[config.mk]
export PLATFORM = sky130hd
export DESIGN_NAME = picomips_fetch
export DESIGN_NICKNAME = d
export VERILOG_FILES = /design/src/rtl/picomips_fetch.sv
export SDC_FILE = /design/constraint.sdc
export NUM_CORES = 1
export LEC_CHECK = 0
export ABC_AREA = 1
export BUFFER_PORTS_ARGS = -buffer_cell sky130_fd_sc_hd__buf_2
export CORE_ASPECT_RATIO = 1.5
export CORE_MARGIN = 2
export CORE_UTILIZATION = 52
export CTS_BUF_LIST = sky130_fd_sc_hd__clkbuf_8
export DETAILED_ROUTE_END_ITERATION = 8
export PLACE_DENSITY = 0.77
export SLEW_MARGIN = 20
export SYNTH_ARGS = -nofsm -noshare
export SYNTH_HDL_FRONTEND = slang
export SYNTH_SLANG_ARGS = --single-unit
[constraint.sdc]
create_clock -name clk_i -period 1.6 [get_ports clk_i]
set_clock_uncertainty 0.15 [all_clocks]
set_input_delay 0.24 -clock clk_i [delete_from_list [all_inputs] [get_ports clk_i]]
set_output_delay 0.24 -clock clk_i [all_outputs]
set_load 0.01 [all_outputs]
[src/rtl/picomips_fetch.sv]
// picoMips program counter and fetch sequencer: drives the synchronous program memory,
// qualifies returned words, and executes HEI waits against a synchronised, debounced SW8.
module picomips_fetch #(
  parameter logic [5:0]  HeiOp       = 6'd1,
  parameter logic [4:0]  LastAddr    = 5'd27,
  parameter int unsigned DebounceLen = 4
) (
  input  logic       clk_i,
  input  logic       reset_i,
  input  logic       sw8_i,
  input  logic [9:0] instruction_i,
  output logic [4:0] addr_o,
  output logic       instr_valid_o,
  output logic [4:0] instr_addr_o,
  output logic       waiting_o,
  output logic       sw8_db_o
);

  typedef enum logic [1:0] {StFill, StRun, StWait} state_e;

  localparam logic [15:0] CntMax = 16'(DebounceLen - 1);

  state_e      state_q, state_d;
  logic [4:0]  addr_q, addr_d;
  logic [4:0]  iaddr_q, iaddr_d;
  logic        target_q, target_d;
  logic        s1_q, s2_q;
  logic        db_q, db_d;
  logic [15:0] cnt_q, cnt_d;

  logic        is_hei;
  logic        advance;
  logic [4:0]  next_addr;
  logic        unused_imm;

  assign is_hei     = (instruction_i[9:4] == HeiOp);
  assign next_addr  = (addr_q == LastAddr) ? 5'd0 : addr_q + 5'd1;
  assign unused_imm = ^instruction_i[3:1];

  always_ff @(posedge clk_i) begin
    if (reset_i) begin
      state_q  <= StFill;
      addr_q   <= '0;
      iaddr_q  <= '0;
      target_q <= 1'b0;
      s1_q     <= 1'b0;
      s2_q     <= 1'b0;
      db_q     <= 1'b0;
      cnt_q    <= '0;
    end else begin
      state_q  <= state_d;
      addr_q   <= addr_d;
      iaddr_q  <= iaddr_d;
      target_q <= target_d;
      s1_q     <= sw8_i;
      s2_q     <= s1_q;
      db_q     <= db_d;
      cnt_q    <= cnt_d;
    end
  end

  // Any disagreement between s2 and the debounced level must persist DebounceLen cycles.
  always_comb begin
    db_d  = db_q;
    cnt_d = cnt_q;
    if (s2_q == db_q) begin
      cnt_d = '0;
    end else if (cnt_q == CntMax) begin
      db_d  = s2_q;
      cnt_d = '0;
    end else begin
      cnt_d = cnt_q + 16'd1;
    end
  end

  always_comb begin
    state_d  = state_q;
    target_d = target_q;
    advance  = 1'b0;
    unique case (state_q)
      StFill: begin
        advance = 1'b1;
        state_d = StRun;
      end
      StRun: begin
        if (!is_hei || (db_q != instruction_i[0])) begin
          advance = 1'b1;
        end else begin
          target_d = instruction_i[0];
          state_d  = StWait;
        end
      end
      StWait: begin
        if (db_q != target_q) begin
          advance = 1'b1;
          state_d = StRun;
        end
      end
      default: state_d = StFill;
    endcase
    addr_d  = advance ? next_addr : addr_q;
    iaddr_d = advance ? addr_q : iaddr_q;
  end

  always_comb begin
    instr_valid_o = (state_q == StRun) && !is_hei;
    waiting_o     = (state_q == StWait);
  end

  assign addr_o       = addr_q;
  assign instr_addr_o = iaddr_q;
  assign sw8_db_o     = db_q;

endmodule

==> run summary, run 1 <==
outcome = finished clean
Setup TNS = 0 ps
Static Leakage = 0.000728 uW
DIE AREA = 3500 sq um
share of layout cells above drive strength 1 = 0.203
PD cells = 800 nW/um^2
H-tree Lvls = 2
Die Wd = 49.0 microns
Syn Area/Cell = 6.86 sq um
Initial DRT Pass Iterations = 4
PortBufs = 22
clk root buf = clkbuf_8
CTS sink count = 32
drt drc = 0
reg-to-reg critical path endpoint = cnt_q[9]$_SDFF_PP0_
drt initial violations = 47
HPWL Detailed = 2510 microns
Worst EP arrival = 1510 ps
antenna violations before repair = 0
RSZ-0062 raised after global routing = false
CTS Buf Count = 5
Layout Utilization = 0.641
total number of vias = 1560
WS Path Type = reg2reg
worst slew margin relative to its limit = 0.760
M1 GR Usage = 0.198
largest net degree at the start of global routing = 17
synth unique cells = 23
CP endpoint kind = register
Die Height = 71.5 microns
synthesized area = 1580 sq um
final WL = 3410 microns
hold-fix buffer count after cts = 0
yosys warns = 0
placed insts = 293
R2R Path Start = cnt_q[0]$_SDFF_PP0_
vias per cell = 5.20
Worst Reg-to-Reg Cells = 7
nets = 276
synthesized net count = 245
clk buf depth = 2
register area share after synthesis = 0.406
first-pass GRT wire length = 5890 microns
Worst Max-Slew Pin Slew = 358 ps
Routed WL per cell = 11.4 microns
grt met3 use = 0.0521
CP startpoint = cnt_q[0]$_SDFF_PP0_
Period Utilization, post-route = 0.925
diodes inserted = 0
Mapped Cells = 230
vias in the first global route = 1461
row count = 24
#FFs+latches synth = 32
core area = 2910 sq um
pre-CTS WS = 58.7 ps
Worst-path clk slew = 60 ps
Final Worst Setup Slack = 119 ps
Initial Utilization = 0.542
busiest layer in global routing = met2
nature of the critical path startpoint = register
Placer Congestion = 0.855
GR Overflow Total = 0
MaxCap Viol Count = 0
io pins = 26
fin crit period = 1480 ps
Global Route Usage Sum = 0.217
Final Max Tran Viols = 0
post_cts resized = 0
peak supply drop = 0.000530 V
min-delay worst type = in2reg
fmax = 675 MHz
CP required = 1630 ps
r2r setup slk = 120 ps
Hold Fails Final Rpt = 0
Post-CTS Setup Bufs = 0
Post-DRT Antenna Nets = 0
met2 usage = 0.422
TritonCTS clock tree = built
Area Growth Syn to Fin = 18.3%
Crit Path Max Fanout = 16
Setup violations, final = 0
Clock Latency Late Sink = 280 ps
fin cells = 300
CP endpoint = cnt_q[9]$_SDFF_PP0_
-- registers in the layout (all words and copies together) (netlist names) --
name,count
target_q,1
s2_q,1
cnt_q,16
s1_q,1
state_q,2
instr_addr_o,5
sw8_db_o,1
addr_o,5
-- how the worst min path moves through the flow --
| stage | startpoint | to | slack [ps] | cells after the start |
|---|---|---|---|---|
| detailed placement | s1_q$_SDFF_PP0_ | s2_q$_SDFF_PP0_ | 250 | 2 |
| CTS | sw8_i | s1_q$_SDFF_PP0_ | 20 | 3 |
| global placement | s1_q$_SDFF_PP0_ | s2_q$_SDFF_PP0_ | 240 | 2 |
| global route | sw8_i | s1_q$_SDFF_PP0_ | 30 | 3 |
| finish | sw8_i | s1_q$_SDFF_PP0_ | 30 | 3 |
| floorplan | sw8_i | s1_q$_SDFF_PP0_ | 200 | 2 |
-- cells in the mapped netlist --
| master | number | share of area |
|---|---|---|
| nor3_2 | 2 | 0.013 |
| nor3_1 | 6 | 0.019 |
| clkbuf_1 | 2 | 0.0048 |
| buf_6 | 1 | 0.0071 |
| or2_2 | 1 | 0.0040 |
| ha_1 | 2 | 0.016 |
| nor2_1 | 25 | 0.059 |
| nand2_1 | 48 | 0.11 |
| o21ai_1 | 1 | 0.0032 |
| inv_2 | 4 | 0.0095 |
| a21oi_1 | 27 | 0.086 |
| buf_2 | 1 | 0.0032 |
| nand3_1 | 24 | 0.076 |
| dfxtp_1 | 32 | 0.41 |
| nand2_2 | 4 | 0.016 |
| xor2_1 | 3 | 0.017 |
| inv_1 | 27 | 0.064 |
| nand4_1 | 11 | 0.044 |
| a21oi_2 | 1 | 0.0056 |
| o21bai_1 | 1 | 0.0048 |
| buf_4 | 3 | 0.014 |
| nor2_2 | 2 | 0.0079 |
| o21ai_0 | 2 | 0.0063 |
-- cells in the final DEF (no fill, tap or decap), types with 3 or more instances in the layout --
master,count
a21oi_1,27
buf_2,22
buf_4,8
clkbuf_8,5
dfxtp_1,31
inv_1,28
inv_2,4
nand2_1,48
nand2_2,4
nand3_1,24
nand4_1,11
nor2_1,25
nor3_1,6
xor2_1,3
-- metal layers --
layer / wire length [microns] / part of all wire
met1: 1320 / 0.39
met5: 0 / 0
met2: 1890 / 0.55
met4: 85 / 0.025
met3: 115 / 0.034
-- area by class of cell --
type                            instances  area (sq um)
Inverter                               31           116
Clock inverter                          2          8.76
Multi-Input combinational cell        160           792
Fill cell                             277          1050
Timing Repair Buffer                   31           190
Tap cell                               39          48.8
Sequential cell                        32           642
Clock buffer                            5          68.8
-- critical path, cell delays in order, from the launching register on --
cell	delay, ps
dfxtp_1	390
ha_4	170
nand2_1	70
nor3_2	200
nand2_1	100
nand2_2	90
buf_12	140
nor3_1	50
-- cell families after synthesis --
| kind of cell | after synthesis | synth area share |
|---|---|---|
| and+or+nand+nor | 123 | 0.353 |
| DFF | 32 | 0.406 |
| xor gates and xnor gates | 3 | 0.0167 |
| AOI/OAI and AO/OA | 32 | 0.105 |
| adders and majority gates | 2 | 0.0159 |
| buffers and inverters | 38 | 0.103 |
-- through the flow --
stage | total power (uW) | hold WS, ps | cell area [sq um]
global route | 1540 | 32.4 | 1870
floorplan | 898 | 197 | 1580
finish | 1490 | 31.9 | 1870
CTS | 1520 | 18.4 | 1850
detailed placement | 945 | 248 | 1770
global placement | 942 | 241 | 1770
-- power breakdown --
part           internal (uW)  switching [uW]  leakage (uW)
combinational           48.5            53.8      0.000422
sequential               813            13.0      0.000260
clock                    288             276     0.0000452
total                   1150             343      0.000728
No activity file was read; power rests on OpenSTA's default activity.
==> run 2: changes to the inputs <==
--- a/config.mk
+++ b/config.mk
@@ -7,12 +7,16 @@
 export LEC_CHECK = 0
 export ABC_AREA = 1
 export BUFFER_PORTS_ARGS = -buffer_cell sky130_fd_sc_hd__buf_2
+export CELL_PAD_IN_SITES_DETAIL_PLACEMENT = 0
+export CELL_PAD_IN_SITES_GLOBAL_PLACEMENT = 1
 export CORE_ASPECT_RATIO = 1.5
 export CORE_MARGIN = 2
-export CORE_UTILIZATION = 52
+export CORE_UTILIZATION = 37
 export CTS_BUF_LIST = sky130_fd_sc_hd__clkbuf_8
 export DETAILED_ROUTE_END_ITERATION = 8
-export PLACE_DENSITY = 0.77
+export GPL_ROUTABILITY_DRIVEN = 0
+export HOLD_SLACK_MARGIN = 0.15
+export PLACE_DENSITY_LB_ADDON = 0.1
 export SLEW_MARGIN = 20
 export SYNTH_ARGS = -nofsm -noshare
 export SYNTH_HDL_FRONTEND = slang
==> run 2 against run 1 <==
Non-clock buffer count up 8. Global-route usage fell by 5.3 points. Utilization fell by 17 points. Highest routed layer unchanged. Fmax increased by 2.6%. Total power is 5.1% higher. Critical path type unchanged. Register-to-register slack better by 40 ps. First-iteration DRC count unchanged. Via count shrank 0.83%. Routed wire length rose by 11%. Sequential share of layout area shrank 1.8 points.
==> run summary, run 2 (synthesis results as in run 1) <==
outcome = finished clean
worst hold path cell count = 3 (unchanged)
Biggest register = cnt_q
nature of the critical path startpoint = register
DIE AREA = 4810 sq um (+38%)
Die Height = 84.0 microns (+18%)
Area Growth Syn to Fin = 25.0%
CTS Buf Count = 5 (unchanged)
HPWL Detailed = 2720 microns (+8.4%)
area occupied by registers = 642 sq um (unchanged)
MaxCap Viol Count = 0 (unchanged)
Initial DRT Pass Iterations = 4 (unchanged)
Final Max Tran Viols = 0 (unchanged)
vias per cell = 4.88 (-6.2%)
Crit. path cell count = 7 (unchanged)
clk root buf = clkbuf_8
fin cells = 317 (+5.7%)
max reg flops = 16 (unchanged)
CP peak stage delay = 400 ps (about the same)
family with the most delay on the worst path = flip-flops
Initial Utilization = 0.378 (-0.164)
Slowest-stage cell, CP = dfxtp_2
# fillers = 468 (+69%)
Worst Reg-to-Reg Cells = 7 (unchanged)
GR Overflow Total = 0 (unchanged)
CP required = 1670 ps (+40 ps)
PD cells = 795 nW/um^2 (-0.55%)
min-delay worst type = in2reg
Setup TNS = 0 ps (unchanged)
Routed WL per cell = 12.0 microns (+5.1%)
clk buf depth = 2 (unchanged)
antenna violations before repair = 0 (unchanged)
peak supply drop = 0.000592 V (+12%)
io pins = 26 (unchanged)
Crit Path Max Fanout = 10 (-6)
most common cell after layout, fill and taps aside = nand2_1
crit-path cells = inv_2 > nand2_1 > nand3_1 > nand2_1 > buf_4 > nand3_1 > a21oi_1
fin crit period = 1440 ps (-37.4 ps)
share of layout cells above drive strength 1 = 0.229 (+0.0257)
Setup violations, final = 0 (unchanged)
first-pass GRT wire length = 6150 microns (+4.5%)
footprint of the multi-input gates = 805 sq um (+1.6%)
vias in the first global route = 1455 (-0.41%)
H-tree Lvls = 2 (unchanged)
total number of vias = 1547 (-0.83%)
placed insts = 306 (+4.4%)
Die Wd = 57.3 microns (+17%)
Static Leakage = 0.000798 uW (+9.6%)
Worst Max-Slew Pin Slew = 316 ps (-42.0 ps)
PortBufs = 22 (unchanged)
diodes inserted = 0 (unchanged)
Period Utilization, post-route = 0.902 (-0.0234)
row count = 29 (+21%)
Hold Fails Final Rpt = 0 (unchanged)
CP endpoint kind = register
Post-CTS Setup Bufs = 0 (unchanged)
Global Route Usage Sum = 0.164 (-0.0525)
CTS sink count = 32 (unchanged)
final WL = 3790 microns (+11%)
Worst-path clk slew = 70 ps (about the same)
TritonCTS clock tree = built
Clock Latency Late Sink = 290 ps (about the same)
most frequent cells in the layout = nand2_1, dfxtp_1, inv_1
drt drc = 0 (unchanged)
r2r setup slk = 160 ps (+40 ps)
nets = 285 (+3.3%)
largest net degree at the start of global routing = 17 (unchanged)
Buf+Inv Stages, Crit Path = 2 (+1)
worst slew margin relative to its limit = 0.789 (+0.0290)
core area = 4170 sq um (+43%)
fmax = 693 MHz (+2.6%)
Post-DRT Antenna Nets = 0 (unchanged)
RSZ-0062 raised after global routing = false
drt initial violations = 47 (unchanged)
Worst EP arrival = 1510 ps (about the same)
WS Path Type = reg2reg
==> run 2: routing by layer <==
metal | up-vias | part of all wire | global-route usage
met2 | 13 | 0.57 | 0.310
li1 | 827 | - | -
met5 | - | 0 | 0
met4 | 0 | 0.024 | 0.0761
met1 | 698 | 0.39 | 0.162
met3 | 9 | 0.021 | 0.0372
==> run 2: area by class of cell <==
cell class,count,share of cell area
clock inverter,2,0.00381
timing repair buffer,39,0.133
sequential,32,0.326
multi-input combinational,161,0.408
tap,46,0.0292
clock buffer,6,0.0419
inverter,31,0.0590
==> run 2: metrics by stage <==
step / setup WS [ps] / area, sq um / power (uW) / utilization / hold WS [ps]
final: 157 / 1970 / 1570 / 0.473 / 208
after global placement: 113 / 1820 / 949 / 0.437 / 248
after detailed placement: 109 / 1820 / 948 / 0.437 / 250
after floorplan: 120 / 1580 / 898 / - / 197
after CTS: 42.8 / 1930 / 1590 / 0.464 / 209
after global routing: 1.68 / 1970 / 1630 / 0.473 / 227
==> run 2: worst paths after layout <==
| kind | from | end |
|---|---|---|
| setup / recovery | sw8_db_o$_SDFFE_PP0P_ | addr_o[1]$_SDFFE_PP0P_ |
| hold / removal | reset_i | instr_addr_o[3]$_SDFFE_PP0P_ |
| setup reg to reg | sw8_db_o$_SDFFE_PP0P_ | addr_o[1]$_SDFFE_PP0P_ |
| hold reg to reg | s1_q$_SDFF_PP0_ | s2_q$_SDFF_PP0_ |
==> run 2: where the power goes <==
part	internal [uW]	switching (uW)	total, uW
combinational	54.5	57.6	112
sequential	812	9.43	822
clock	338	296	634
==> run 2: what timing repair did <==
item / 4_1_cts / 5_1_grt
gates resized for setup: 0 / 9
hold buffers: 2 / 0
endpoints found under the setup margin: 0 / 20
hold endpoints to repair: 2 / 0
==> run 2: worst register-to-register path, cell delays in order, from the launching register on <==
cell and delay (ps):
dfxtp_2 400, inv_2 80, nand2_1 80, nand3_1 70, nand2_1 160, buf_4 210
nand3_1 90, a21oi_1 140
==> run 3: changes to the inputs <==
--- a/config.mk
+++ b/config.mk
@@ -5,13 +5,13 @@
 export SDC_FILE = /design/constraint.sdc
 export NUM_CORES = 1
 export LEC_CHECK = 0
-export ABC_AREA = 1
+export ABC_AREA = 0
 export BUFFER_PORTS_ARGS = -buffer_cell sky130_fd_sc_hd__buf_2
 export CELL_PAD_IN_SITES_DETAIL_PLACEMENT = 0
 export CELL_PAD_IN_SITES_GLOBAL_PLACEMENT = 1
 export CORE_ASPECT_RATIO = 1.5
 export CORE_MARGIN = 2
-export CORE_UTILIZATION = 37
+export CORE_UTILIZATION = 39
 export CTS_BUF_LIST = sky130_fd_sc_hd__clkbuf_8
 export DETAILED_ROUTE_END_ITERATION = 8
 export GPL_ROUTABILITY_DRIVEN = 0
==> run 3 against run 2 <==
The run now ends with negative setup slack left. Total power is 1.1% lower. Sequential share of layout area is 0.19 points lower. Largest cell class unchanged. Worst setup slack worse by 190 ps. Via count is 8.0% lower. Routed wire length is 9.3% lower. First-iteration DRC count is 57% lower. Critical endpoint is now cnt_q[12]$_SDFF_PP0_. Combinational power is 12% lower. Synthesized area is 5.1% lower. Critical path type unchanged.
==> run summary, run 3 <==
core area = 3680 sq um (-12%)
fmax = 611 MHz (-12%)
synth unique cells = 44 (+91%)
HPWL Detailed = 2560 microns (-5.9%)
top_reg_cell synth = dfxtp_1
Final Max Tran Viols = 0 (unchanged)
worst slew margin relative to its limit = 0.761 (-0.0275)
footprint of the multi-input gates = 895 sq um (+11%)
Final Instance Area = 2030 sq um (+2.7%)
switching power total = 355 uW (-2.3%)
Logic pwr share = 0.064 (-0.007)
# fillers = 373 (-20%)
Die Wd = 54.6 microns (-4.8%)
area occupied by registers = 656 sq um (+2.1%)
Crit Path Max Fanout = 3 (-7)
share of the synthesized area in the top cell type = 0.428 (+0.0217)
vias per cell = 5.46 (+12%)
peak supply drop = 0.000574 V (-3.1%)
H-tree Lvls = 2 (unchanged)
CTS sink count = 32 (unchanged)
#FFs+latches synth = 32 (unchanged)
most common cell after layout, fill and taps aside = dfxtp_1
Post-DRT Antenna Nets = 0 (unchanged)
share of layout cells above drive strength 1 = 0.339 (+0.111)
Mapped Cells = 170 (-26%)
Hold Fails Final Rpt = 0 (unchanged)
Worst EP arrival = 1700 ps (+190 ps)
most instantiated cells after synthesis = dfxtp_1, nor2_1, a21oi_1, nand3_1, o21ai_0
Area Growth Syn to Fin = 35.3%
PortBufs = 22 (unchanged)
DIE AREA = 4360 sq um (-9.4%)
MaxCap Viol Count = 0 (unchanged)
vias in the first global route = 1325 (-8.9%)
drt drc = 0 (unchanged)
Post-DP Area = 1820 sq um (-0.21%)
failing checks = negative setup slack
antenna violations before repair = 0 (unchanged)
Flop pwr share = 0.531 (+0.007)
most frequent cells in the layout = dfxtp_1, buf_2, buf_4
Setup violations, final = 1 (+1)
total power = 1550 uW (-1.1%)
CTS Buf Count = 5 (unchanged)
nature of the critical path startpoint = register
Initial DRT Pass Iterations = 4 (unchanged)
Static Leakage = 0.000795 uW (-0.34%)
GR Overflow Total = 0 (unchanged)
post-synthesis async set-or-reset flop share = 0 (unchanged)
Biggest register = cnt_q
yosys warns = 0 (unchanged)
synthesized area = 1500 sq um (-5.1%)
RSZ-0062 raised after global routing = true
final WL = 3440 microns (-9.3%)
most numerous cell in the Yosys netlist = dfxtp_1
Setup TNS = -35.6 ps (-35.6 ps)
Sw Ratio = 0.229 (-0.00277)
register area share after synthesis = 0.428 (+0.0217)
diodes inserted = 0 (unchanged)
drt initial violations = 20 (-57%)
Global Route Usage Sum = 0.180 (+0.0154)
Routed WL per cell = 13.2 microns (+10%)
Worst-path clk slew = 70 ps (about the same)
clock share of power = 0.405 (about the same)
Period Utilization, post-route = 1.02 (+0.120)
total number of vias = 1424 (-8.0%)
Initial Utilization = 0.407 (+0.0286)
row count = 27 (-6.9%)
TritonCTS clock tree = built
Die Height = 79.9 microns (-4.9%)
Final Worst Setup Slack = -35.6 ps (-193 ps)
clk buf depth = 2 (unchanged)
CP endpoint kind = register
synthesized net count = 185 (-24%)
largest area contributor in the netlist = dfxtp_1
nets = 232 (-19%)
largest net degree at the start of global routing = 21 (+4)
Worst Max-Slew Pin Slew = 358 ps (+42.5 ps)
min-delay worst type = in2reg
WS Path Type = reg2reg
outcome = finished with violations
CP required = 1670 ps (about the same)
fin crit period = 1640 ps (+193 ps)
PD cells = 765 nW/um^2 (-3.8%)
max reg flops = 16 (unchanged)
synth top area cells = dfxtp_1, a21oi_1, nand3_1
Syn Area/Cell = 8.81 sq um (+28%)
Cell Int Power = 1200 uW (-0.78%)
Post-synth EDFFs = 0 (unchanged)
io pins = 26 (unchanged)
Clock Latency Late Sink = 280 ps (about the same)
first-pass GRT wire length = 5780 microns (-5.9%)
clk root buf = clkbuf_8
-- run 3: cell types whose count changed in the layout (fill, tap and decap cells not counted), sizes merged, moves of 4 or more --
cell   previous run  this run
a21oi            28        14
buf              37        46
inv              33         5
nand2            53         6
nand3            24        15
nand4            11         6
nor2             27        17
nor2b             0         8
nor3              8         2
o21ai             3        11
or3               0         4
xnor2             0         4
-- run 3: repair_timing --
item | CTS | global route
setup buffers | 2 | 1
hold buffers | 1 | 0
hold endpoints to repair | 1 | 0
pin swaps | 1 | 3
gates resized for setup | 6 | 14
endpoints found under the setup margin | 16 | 29
-- run 3: layer usage --
metal / track usage / vias up / part of all wire
li1: - / 714 / -
met1: 0.199 / 681 / 0.41
met2: 0.308 / 22 / 0.54
met3: 0.0449 / 7 / 0.031
met4: 0.0775 / 0 / 0.020
met5: 0 / - / 0
-- run 3: logic make-up (layout without fill, tap and decap cells) --
group | count (synthesis) | after routing | share of synthesized area
adders and majority gates | 2 | 2 | 0.0167
DFF | 32 | 32 | 0.428
xor gates and xnor gates | 10 | 10 | 0.0585
buffers and inverters | 10 | 58 | 0.0301
and+or+nand+nor | 77 | 77 | 0.297
AOI/OAI and AO/OA | 37 | 37 | 0.156
muxes | 2 | 2 | 0.0134
-- run 3: power groups by stage --
stage                     Combinational [uW]  Sequential [uW]  Clock (uW)
after global routing                     111              826         695
after global placement                  86.7              845           0
after CTS                               93.5              826         650
after floorplan                         43.6              848           0
after detailed placement                89.2              845           0
final                                   98.8              824         628
-- run 3: area by class of cell --
cell class | count | area share
clock buffer | 6 | 0.0408
clock inverter | 2 | 0.00371
inverter | 3 | 0.00556
multi-input combinational | 128 | 0.442
sequential | 32 | 0.324
tap | 43 | 0.0266
timing repair buffer | 47 | 0.158
-- run 3: worst max-delay path, cell delays in order, from the launching register on --
cell	delay [ps]
dfxtp_4	360
ha_4	150
nand3_4	70
or2_4	240
or4b_4	480
a21oi_2	120
-- run 3: metrics by stage --
stage | utilization | setup slack, ps | hold WS (ps) | cells
after floorplan | - | -25.1 | 218 | 170
after global placement | 0.494 | -56.8 | 274 | 249
after detailed placement | 0.494 | -90.6 | 295 | 249
after CTS | 0.529 | -53.2 | 183 | 260
after global routing | 0.550 | -79.4 | 207 | 261
final | 0.550 | -35.6 | 193 | 261
-- run 3: path summary, 6_finish.rpt --
path                                end           startpoint  slack (ps)  depth (start not counted)
setup / recovery   cnt_q[12]$_SDFF_PP0_  cnt_q[0]$_SDFF_PP0_         -40                          5
hold / removal    target_q$_SDFFE_PP0P_              reset_i         190                          2
hold reg to reg         s2_q$_SDFF_PP0_      s1_q$_SDFF_PP0_         310                          1
setup reg to reg   cnt_q[12]$_SDFF_PP0_  cnt_q[0]$_SDFF_PP0_         -40                          5
